--- src/rtl/reg_rename_ctrl_if.sv ---
// Decoder / ROB / register-file bundle around the rename controller.
// master = controller side, slave = decoder/ROB/register-file side.
interface reg_rename_ctrl_if #(
    parameter int unsigned REG_W  = 5,
    parameter int unsigned ROB_W  = 4,
    parameter int unsigned DATA_W = 32
);
    logic              flush_in;
    logic              dec_valid;
    logic [REG_W-1:0]  dec_rd;
    logic [ROB_W-1:0]  dec_tag;
    logic              dec_ready;
    logic              cmt_valid;
    logic [REG_W-1:0]  cmt_rd;
    logic [ROB_W-1:0]  cmt_tag;
    logic [DATA_W-1:0] cmt_value;
    logic [REG_W-1:0]  rf_occ_reg;
    logic [ROB_W-1:0]  rf_occ_tag;
    logic [REG_W-1:0]  rf_set_reg;
    logic [ROB_W-1:0]  rf_set_tag;
    logic [DATA_W-1:0] rf_set_value;
    logic              rf_clr_en;
    logic [REG_W-1:0]  rf_clr_base;
    logic              sweeping;
    logic [15:0]       stall_cnt;

    modport master (
        input  flush_in, dec_valid, dec_rd, dec_tag,
        input  cmt_valid, cmt_rd, cmt_tag, cmt_value,
        output dec_ready,
        output rf_occ_reg, rf_occ_tag,
        output rf_set_reg, rf_set_tag, rf_set_value,
        output rf_clr_en, rf_clr_base,
        output sweeping, stall_cnt
    );

    modport slave (
        output flush_in, dec_valid, dec_rd, dec_tag,
        output cmt_valid, cmt_rd, cmt_tag, cmt_value,
        input  dec_ready,
        input  rf_occ_reg, rf_occ_tag,
        input  rf_set_reg, rf_set_tag, rf_set_value,
        input  rf_clr_en, rf_clr_base,
        input  sweeping, stall_cnt
    );
endinterface

--- src/rtl/reg_rename_ctrl.sv ---
// Register-file update sequencer: forwards renames (occupy) and commits
// (set value), and sweeps the tag array clear in chunks after reset/flush.
module reg_rename_ctrl #(
    parameter int unsigned REG_COUNT = 32,
    parameter int unsigned REG_W     = 5,
    parameter int unsigned ROB_W     = 4,
    parameter int unsigned DATA_W    = 32,
    parameter int unsigned CLR_CHUNK = 4
) (
    input  logic                clk,
    input  logic                rst,
    reg_rename_ctrl_if.master   bus
);
    typedef enum logic {S_CLEAR, S_IDLE} state_t;

    localparam logic [REG_W-1:0] CHUNK     = REG_W'(CLR_CHUNK);
    localparam logic [REG_W-1:0] LAST_BASE = REG_W'(REG_COUNT - CLR_CHUNK);

    state_t            state_q, state_d;
    logic [REG_W-1:0]  base_q, base_d;
    logic              ready_q, ready_d;
    logic [REG_W-1:0]  occ_reg_q, occ_reg_d;
    logic [ROB_W-1:0]  occ_tag_q, occ_tag_d;
    logic [REG_W-1:0]  set_reg_q, set_reg_d;
    logic [ROB_W-1:0]  set_tag_q, set_tag_d;
    logic [DATA_W-1:0] set_val_q, set_val_d;
    logic              clr_en_q, clr_en_d;
    logic [REG_W-1:0]  clr_base_q, clr_base_d;
    logic [15:0]       stall_q, stall_d;
    logic              dec_ready;

    // A flush kills the same-cycle rename.
    assign dec_ready = ready_q && !bus.flush_in;

    // Sweep FSM: next state, sweep pointer and clear-port outputs.
    always_comb begin
        state_d    = state_q;
        base_d     = base_q;
        clr_en_d   = 1'b0;
        clr_base_d = '0;
        case (state_q)
            S_CLEAR: begin
                clr_en_d = 1'b1;
                if (bus.flush_in) begin
                    // Restart: issue chunk 0 now so the sweep stays full length.
                    clr_base_d = '0;
                    base_d     = CHUNK;
                end else begin
                    clr_base_d = base_q;
                    base_d     = base_q + CHUNK;
                    if (base_q == LAST_BASE) begin
                        state_d = S_IDLE;
                    end
                end
            end
            S_IDLE: begin
                if (bus.flush_in) begin
                    state_d = S_CLEAR;
                    base_d  = '0;
                end
            end
            default: begin
                state_d = S_CLEAR;
                base_d  = '0;
            end
        endcase
        ready_d = (state_d == S_IDLE);
    end

    // Rename/commit forwarding and the stall counter.
    always_comb begin
        occ_reg_d = '0;
        occ_tag_d = '0;
        set_reg_d = '0;
        set_tag_d = '0;
        set_val_d = '0;
        stall_d   = stall_q;
        if (bus.dec_valid && dec_ready && (bus.dec_rd != '0)) begin
            occ_reg_d = bus.dec_rd;
            occ_tag_d = bus.dec_tag;
        end
        if (bus.cmt_valid && (bus.cmt_rd != '0)) begin
            set_reg_d = bus.cmt_rd;
            set_tag_d = bus.cmt_tag;
            set_val_d = bus.cmt_value;
        end
        if (bus.dec_valid && !dec_ready && (stall_q != '1)) begin
            stall_d = stall_q + 16'd1;
        end
    end

    // State and registered outputs.
    always_ff @(posedge clk or negedge rst) begin
        if (!rst) begin
            state_q    <= S_CLEAR;
            base_q     <= '0;
            ready_q    <= 1'b0;
            occ_reg_q  <= '0;
            occ_tag_q  <= '0;
            set_reg_q  <= '0;
            set_tag_q  <= '0;
            set_val_q  <= '0;
            clr_en_q   <= 1'b0;
            clr_base_q <= '0;
            stall_q    <= '0;
        end else begin
            state_q    <= state_d;
            base_q     <= base_d;
            ready_q    <= ready_d;
            occ_reg_q  <= occ_reg_d;
            occ_tag_q  <= occ_tag_d;
            set_reg_q  <= set_reg_d;
            set_tag_q  <= set_tag_d;
            set_val_q  <= set_val_d;
            clr_en_q   <= clr_en_d;
            clr_base_q <= clr_base_d;
            stall_q    <= stall_d;
        end
    end

    assign bus.dec_ready    = dec_ready;
    assign bus.rf_occ_reg   = occ_reg_q;
    assign bus.rf_occ_tag   = occ_tag_q;
    assign bus.rf_set_reg   = set_reg_q;
    assign bus.rf_set_tag   = set_tag_q;
    assign bus.rf_set_value = set_val_q;
    assign bus.rf_clr_en    = clr_en_q;
    assign bus.rf_clr_base  = clr_base_q;
    assign bus.sweeping     = (state_q == S_CLEAR);
    assign bus.stall_cnt    = stall_q;
endmodule

--- src/flat_wrapper.sv ---
// flat-port wrapper written by rule: the top's interface ports become plain ports
module reg_rename_ctrl_flat 
#(
    parameter int unsigned REG_COUNT = 32,
    parameter int unsigned REG_W     = 5,
    parameter int unsigned ROB_W     = 4,
    parameter int unsigned DATA_W    = 32,
    parameter int unsigned CLR_CHUNK = 4
)
  (clk, rst, bus_flush_in, bus_dec_valid, bus_dec_rd, bus_dec_tag, bus_cmt_valid, bus_cmt_rd, bus_cmt_tag, bus_cmt_value, bus_dec_ready, bus_rf_occ_reg, bus_rf_occ_tag, bus_rf_set_reg, bus_rf_set_tag, bus_rf_set_value, bus_rf_clr_en, bus_rf_clr_base, bus_sweeping, bus_stall_cnt);
  reg_rename_ctrl_if #(.REG_W(REG_W), .ROB_W(ROB_W), .DATA_W(DATA_W)) bus_i ();
  input  logic clk;
  input  logic rst;
  input wire logic [$bits(bus_i.flush_in)-1:0] bus_flush_in;
  input wire logic [$bits(bus_i.dec_valid)-1:0] bus_dec_valid;
  input wire logic [$bits(bus_i.dec_rd)-1:0] bus_dec_rd;
  input wire logic [$bits(bus_i.dec_tag)-1:0] bus_dec_tag;
  input wire logic [$bits(bus_i.cmt_valid)-1:0] bus_cmt_valid;
  input wire logic [$bits(bus_i.cmt_rd)-1:0] bus_cmt_rd;
  input wire logic [$bits(bus_i.cmt_tag)-1:0] bus_cmt_tag;
  input wire logic [$bits(bus_i.cmt_value)-1:0] bus_cmt_value;
  output wire logic [$bits(bus_i.dec_ready)-1:0] bus_dec_ready;
  output wire logic [$bits(bus_i.rf_occ_reg)-1:0] bus_rf_occ_reg;
  output wire logic [$bits(bus_i.rf_occ_tag)-1:0] bus_rf_occ_tag;
  output wire logic [$bits(bus_i.rf_set_reg)-1:0] bus_rf_set_reg;
  output wire logic [$bits(bus_i.rf_set_tag)-1:0] bus_rf_set_tag;
  output wire logic [$bits(bus_i.rf_set_value)-1:0] bus_rf_set_value;
  output wire logic [$bits(bus_i.rf_clr_en)-1:0] bus_rf_clr_en;
  output wire logic [$bits(bus_i.rf_clr_base)-1:0] bus_rf_clr_base;
  output wire logic [$bits(bus_i.sweeping)-1:0] bus_sweeping;
  output wire logic [$bits(bus_i.stall_cnt)-1:0] bus_stall_cnt;
  assign bus_i.flush_in = bus_flush_in;
  assign bus_i.dec_valid = bus_dec_valid;
  assign bus_i.dec_rd = bus_dec_rd;
  assign bus_i.dec_tag = bus_dec_tag;
  assign bus_i.cmt_valid = bus_cmt_valid;
  assign bus_i.cmt_rd = bus_cmt_rd;
  assign bus_i.cmt_tag = bus_cmt_tag;
  assign bus_i.cmt_value = bus_cmt_value;
  assign bus_dec_ready = bus_i.dec_ready;
  assign bus_rf_occ_reg = bus_i.rf_occ_reg;
  assign bus_rf_occ_tag = bus_i.rf_occ_tag;
  assign bus_rf_set_reg = bus_i.rf_set_reg;
  assign bus_rf_set_tag = bus_i.rf_set_tag;
  assign bus_rf_set_value = bus_i.rf_set_value;
  assign bus_rf_clr_en = bus_i.rf_clr_en;
  assign bus_rf_clr_base = bus_i.rf_clr_base;
  assign bus_sweeping = bus_i.sweeping;
  assign bus_stall_cnt = bus_i.stall_cnt;
  reg_rename_ctrl #(.REG_COUNT(REG_COUNT), .REG_W(REG_W), .ROB_W(ROB_W), .DATA_W(DATA_W), .CLR_CHUNK(CLR_CHUNK)) u_core (.clk(clk), .rst(rst), .bus(bus_i));
endmodule
--- config.mk ---
export PLATFORM = sky130hd
export DESIGN_NAME = reg_rename_ctrl_flat
export DESIGN_NICKNAME = d
export VERILOG_FILES = /design/src/rtl/reg_rename_ctrl_if.sv /design/src/rtl/reg_rename_ctrl.sv /design/src/flat_wrapper.sv
export SDC_FILE = /design/constraint.sdc
export NUM_CORES = 1
export LEC_CHECK = 0
export CAP_MARGIN = 25
export CORE_UTILIZATION = 41
export CTS_CLUSTER_SIZE = 20
export DETAILED_ROUTE_END_ITERATION = 8
export GPL_TIMING_DRIVEN = 0
export PLACE_DENSITY_LB_ADDON = 0.12
export SLEW_MARGIN = 10
export SYNTH_ARGS = -nofsm -noshare
export SYNTH_HDL_FRONTEND = slang
export SYNTH_SLANG_ARGS = --single-unit
--- constraint.sdc ---
create_clock -name clk -period 2.2 [get_ports clk]
set_input_delay 0.22 -clock clk [delete_from_list [all_inputs] [get_ports clk]]
set_output_delay 0.22 -clock clk [all_outputs]
set_load 0.02 [all_outputs]
==> impl_metrics.py, run 1 <==
metrics = {
    "run_status": {
        "status": "completed",
    },
    "sta": {
        "tns_ps": 0,
        "relSlewSlack_pct": 66.0,
        "min_period_ps": 2090,
        "tightestPinTransition_ps": 507,
        "final_max_slew_viol_count": 0,
        "setup_viol": 0,
        "clock_skew_ps": 7.26,
        "final-hold-violation-count": 0,
        "max_freq_mhz": 478,
        "period_share_pct": 95.0,
        "grt_setup_unrepaired": "no",
    },
    "yosys": {
        "syn_nets": 272,
        "synthesis.area_sq_um": 2830,
        "yosysTopAreaCellShare_pct": 68.9,
        "yosys.area.top_type": "dfrtp_1",
        "synth-adder-area-share_pct": 0.883,
        "synth_top_family_by_area": "simple AND/OR/NAND/NOR gates",
        "ys_ff_latch": 78,
        "synth_xor_area_share_pct": 4.64,
        "synthSimpleGateAreaFrac_pct": 22.7,
        "synth_cells": 215,
        "synth_compound_area_share_pct": 1.15,
        "synth-main-ff-cell": "dfrtp_1",
        "ys_seq_area_share_pct": 68.9,
        "synth_cell_types": 32,
        "syn_avg_cell_area_sq_um": 13.2,
        "synthMuxAreaShare_pct": 0.751,
        "synthTopCellsByArea": "dfrtp_1 (69%), and2_1 (11%), xor2_1 (4.3%)",
        "yosysWarningCount": 0,
        "synth_edf_count": 0,
        "async_reset_ff_share_pct": 100,
    },
    "worst_setup_path": {
        "r2r_slack_ps": 380,
        "critPathBufInv": 3,
        "crit_required_ps": 1980,
        "crit_fanout": 8,
        "r2r_cells": 6,
        "cp_slowest_stage_delay_ps": 620,
        "cp.arrival_ps": 1870,
        "crit_path_top_delay_cell": "clkdlybuf4s50_1",
        "critPathMostFrequentCell": "clkdlybuf4s50_1",
        "cp-start-kind": "input port",
        "cp.depth": 4,
        "crit_family": "buffers and inverters",
        "end_kind": "output port",
        "path_cells": "clkdlybuf4s50_1, or2b_2, inv_2, clkdlybuf4s50_1",
        "crit_type": "input port to output port",
    },
    "clock_tree": {
        "h-tree-depth": 3,
        "clkTransAtPathRegs_ps": 80,
        "root_buffer": "clkbuf_8",
        "clkLatencyLatePin_ps": 340,
        "cts_setup_buffers": 0,
        "cts_tree": "built",
        "cts.sinks": 78,
        "cts_buffer_depth": 2,
        "cts_buffers": 9,
    },
    "route": {
        "drtIter0Drc": 69,
        "avgRoutedWirePerCell_microns": 13.8,
        "num_vias": 2055,
        "first_pass_iters": 4,
        "remaining_drc_errors": 0,
        "postRouteWirelength_microns": 6030,
        "ant_nets": 0,
        "vias_per_cell": 4.69,
    },
    "global_route": {
        "grt_pass1_vias": 2094,
        "grt_pass1_wl_microns": 9780,
        "antenna_found_initial": 0,
        "track_usage_pct": 17.8,
        "grt_max_degree": 46,
        "grt_overflow": 0,
    },
    "cells_and_area": {
        "layout-drive-gt1-share_pct": 6.65,
        "most-common-layout-cells": "clkdlybuf4s50_1 (127), dfrtp_1 (78), and2_1 (51)",
        "final_util_pct": 68.6,
        "final_nets": 413,
        "syn2layout_area_growth_pct": 57.3,
        "largest_reg_flops": 32,
        "antenna_cells": 0,
        "final_common_cell": "clkdlybuf4s50_1",
    },
    "floorplan": {
        "die_area_sq_um": 7250,
        "num_rows": 29,
        "boundaryPins": 129,
        "die_width_microns": 85.1,
        "fp.dieH_microns": 85.1,
        "core_sq_um": 6490,
        "start_util_pct": 43.6,
    },
    "placement": {
        "place.gp.congestion": 0.750,
        "place.port_buffers": 128,
        "dp_hpwl_microns": 4530,
    },
    "power_and_ir_drop": {
        "power_density_nw_per_um2": 798,
        "p_leak_nw": 2.02,
        "max-vdd-ir-drop_uv": 433,
    },
    "worst_hold_path": {
        "hold_class": "input port to asynchronous set/reset pin",
    },
    "flow_run": {
        "drv_cap": 0,
    },
}
-- synthesized netlist by cell type (2+ instances only) --
cell type,instances
dfrtp_1,78
and2_1,51
xor2_1,14
nor2_1,9
nand2_1,8
and3_1,7
nor3_1,7
nand4_1,4
a21oi_1,3
clkbuf_1,3
nand3_1,3
nor4_1,3
and2b_1,2
ha_1,2
inv_1,2
nor4_2,2
o21ai_0,2
-- what timing repair did --
action,in CTS,in global routing
setup endpoints to repair,0,1
endpoints found under the hold margin,33,0
hold buffers,1,0
gates resized for setup,0,1
-- cell families (layout without fill, tap and decap cells) --
| logic type | after synthesis | count (layout) |
|---|---|---|
| simple gates | 105 | 105 |
| flops | 78 | 78 |
| xor+xnor | 15 | 15 |
| buf+inv | 7 | 153 |
| compound gates | 6 | 6 |
| fa+ha+maj | 2 | 2 |
| mux | 2 | 2 |
-- metrics by stage --
step	worst slack [ps]	hold slack (ps)	cells	total power, W	instance area, sq um
final	109	360	438	0.00355	4460
after global routing	50.5	403	438	0.00372	4460
after CTS	87.8	373	438	0.00359	4450
after detailed placement	-11.4	196	421	0.00251	4240
after global placement	-1770	489	420	0.00248	4210
after floorplan	317	-75.6	215	0.00205	2830
-- report_power, final --
part | switching [W] | internal (W) | leakage (nW) | total, W
clock | 0.000498 | 0.000586 | 0.0996 | 0.00108
combinational | 0.000361 | 0.000409 | 0.908 | 0.000771
sequential | 0.000129 | 0.00157 | 1.01 | 0.00170
-- layout make-up --
class | count | area (sq um)
buffer | 4 | 16.3
clock buffer | 13 | 159
clock inverter | 3 | 42.5
fill | 512 | 2040
inverter | 3 | 11.3
multi-input combinational | 130 | 863
sequential | 78 | 1950
tap | 77 | 96.3
timing repair buffer | 130 | 1320
-- final timing paths --
path                                    startpoint                     endpoint
setup / recovery                      bus_flush_in                bus_dec_ready
hold / removal                                 rst    u_core.bus.rf_clr_base[0]
setup reg to reg           u_core.bus.stall_cnt[0]     u_core.bus.stall_cnt[12]
hold reg to reg                   u_core.base_q[1]             u_core.base_q[1]
max in group asynchronous                      rst  u_core.bus.rf_set_value[16]
min in group clk                    bus_dec_tag[3]     u_core.bus.rf_occ_tag[3]
-- worst register-to-register path, stage by stage (launching register included) --
cell and delay, ps:
dfrtp_1 420, ha_1 180, nand3_1 130, or3b_1 360, buf_2 160, nor4b_2 320
xor2_1 170
-- routing by layer --
layer / wire, microns / share of wire (%) / track usage (%)
met5: 0 / 0 / 0
met4: 136 / 2.3 / 9.24
met2: 3060 / 51 / 29.6
met3: 506 / 8.4 / 7.39
met1: 2330 / 39 / 19.6
(Power assumes the default switching activity.)
==> run 2: changes to the inputs <==
Settings changed: MAX_ROUTING_LAYER from default to met4.
==> run 2 against run 1 <==
Sequential power about the same. Clock skew hardly changed. Combinational power hardly changed. Final area unchanged. Clock power is essentially flat. Final cell count unchanged. Critical path depth did not move. Via count hardly changed. Power is essentially flat. Highest routed layer unchanged.
==> impl_metrics.py, run 2 (synthesis results as in run 1) <==
metrics = {
    "run_status": {
        "status": "completed",
    },
    "cells_and_area": {
        "most-common-layout-cells": "clkdlybuf4s50_1 (127), dfrtp_1 (78), and2_1 (51)",
        "final_common_cell": "clkdlybuf4s50_1",
        "antenna_cells": 0,
        "largest_reg_flops": 32,
        "syn2layout_area_growth_pct": 57.3,
        "layout-drive-gt1-share_pct": 6.65,
        "stdcell_count": 438,
        "final_nets": 413,
    },
    "floorplan": {
        "num_rows": 29,
        "boundaryPins": 129,
        "core_sq_um": 6490,
        "start_util_pct": 43.6,
        "die_area_sq_um": 7250,
        "fp.dieH_microns": 85.1,
        "die_width_microns": 85.1,
    },
    "global_route": {
        "antenna_found_initial": 0,
        "grt_pass1_wl_microns": 9740,
        "grt_overflow": 0,
        "grt_pass1_vias": 2094,
        "track_usage_pct": 18.4,
        "grt_max_degree": 46,
    },
    "route": {
        "postRouteWirelength_microns": 6040,
        "ant_nets": 0,
        "first_pass_iters": 4,
        "vias_per_cell": 4.69,
        "drtIter0Drc": 78,
        "avgRoutedWirePerCell_microns": 13.8,
        "num_vias": 2053,
        "remaining_drc_errors": 0,
    },
    "flow_run": {
        "drv_cap": 0,
    },
    "worst_setup_path": {
        "crit_fanout": 8,
        "crit_required_ps": 1980,
        "cp-start-kind": "input port",
        "r2r_cells": 5,
        "cp.arrival_ps": 1870,
        "crit_type": "input port to output port",
        "end_kind": "output port",
    },
    "sta": {
        "max_freq_mhz": 479,
        "grt_setup_unrepaired": "no",
        "relSlewSlack_pct": 64.8,
        "layout_setup_ws_ps": 110,
        "tns_ps": 0,
        "final-hold-violation-count": 0,
        "setup_viol": 0,
        "tightestPinTransition_ps": 524,
        "clock_skew_ps": 7.23,
        "min_period_ps": 2090,
        "final_max_slew_viol_count": 0,
        "period_share_pct": 95.0,
    },
    "placement": {
        "dp_hpwl_microns": 4530,
        "pre_cts_ws_ps": -11.4,
        "place.port_buffers": 128,
        "place.gp.congestion": 0.760,
        "dp.cells": 421,
    },
    "clock_tree": {
        "cts_tree": "built",
        "cts.sinks": 78,
        "h-tree-depth": 3,
        "clkTransAtPathRegs_ps": 80,
        "cts_setup_buffers": 0,
        "root_buffer": "clkbuf_8",
        "cts_buffer_depth": 2,
        "cts_buffers": 9,
        "clkLatencyLatePin_ps": 340,
    },
    "power_and_ir_drop": {
        "finalPower_w": 0.00355,
        "p_leak_nw": 2.02,
        "power_density_nw_per_um2": 797,
        "max-vdd-ir-drop_uv": 433,
    },
    "worst_hold_path": {
        "hold_class": "input port to asynchronous set/reset pin",
    },
}
-- run 2: layout make-up --
class	instances	area [sq um]
repair buffers	130	1320
well taps	77	96.3
clock inverters	3	42.5
multi-input cells	130	863
fillers	512	2040
plain buffers	4	16.3
inverters	3	11.3
flip-flops and latches	78	1950
clock buffers	13	159
-- run 2: final timing paths --
check | slack, ps | start | to
worst max-delay path | 110 | bus_flush_in | bus_dec_ready
worst min-delay path | 360 | rst | u_core.bus.rf_clr_base[0]
worst max register to register | 360 | u_core.bus.stall_cnt[0] | u_core.bus.stall_cnt[1]
worst min register to register | 510 | u_core.base_q[1] | u_core.base_q[1]
max in group asynchronous | 1270 | rst | u_core.bus.rf_set_value[13]
min in group clk | 430 | bus_dec_tag[3] | u_core.bus.rf_occ_tag[3]
-- run 2: where the power goes --
part / switching (W) / internal, W
clock: 0.000494 / 0.000586
sequential: 0.000129 / 0.00157
combinational: 0.000363 / 0.000409
total: 0.000987 / 0.00257
-- run 2: per-stage QoR --
step                area (sq um)  hold WS, ps  utilization [%]
detailed placement          4240          196             65.2
floorplan                   2830        -75.6                -
CTS                         4450          373             68.5
finish                      4460          364             68.6
global route                4460          403             68.6
global placement            4210          489             64.8
-- run 2: critical path, stage by stage --
cell	delay (ps)
clkdlybuf4s50_1	530
or2b_2	380
inv_2	120
clkdlybuf4s50_1	620
-- run 2: what timing repair did --
item | CTS | global route
endpoints found under the setup margin | 0 | 1
resized for setup | 0 | 1
hold endpoints to repair | 33 | 0
hold buffers | 1 | 0
-- run 2: routing by layer --
metal	up-vias	share of wire (%)	global-route usage, %
li1	990	-	-
met1	976	42	21.5
met2	75	51	29.6
met3	12	5.4	4.77
met4	0	2.3	9.24
met5	-	0	-
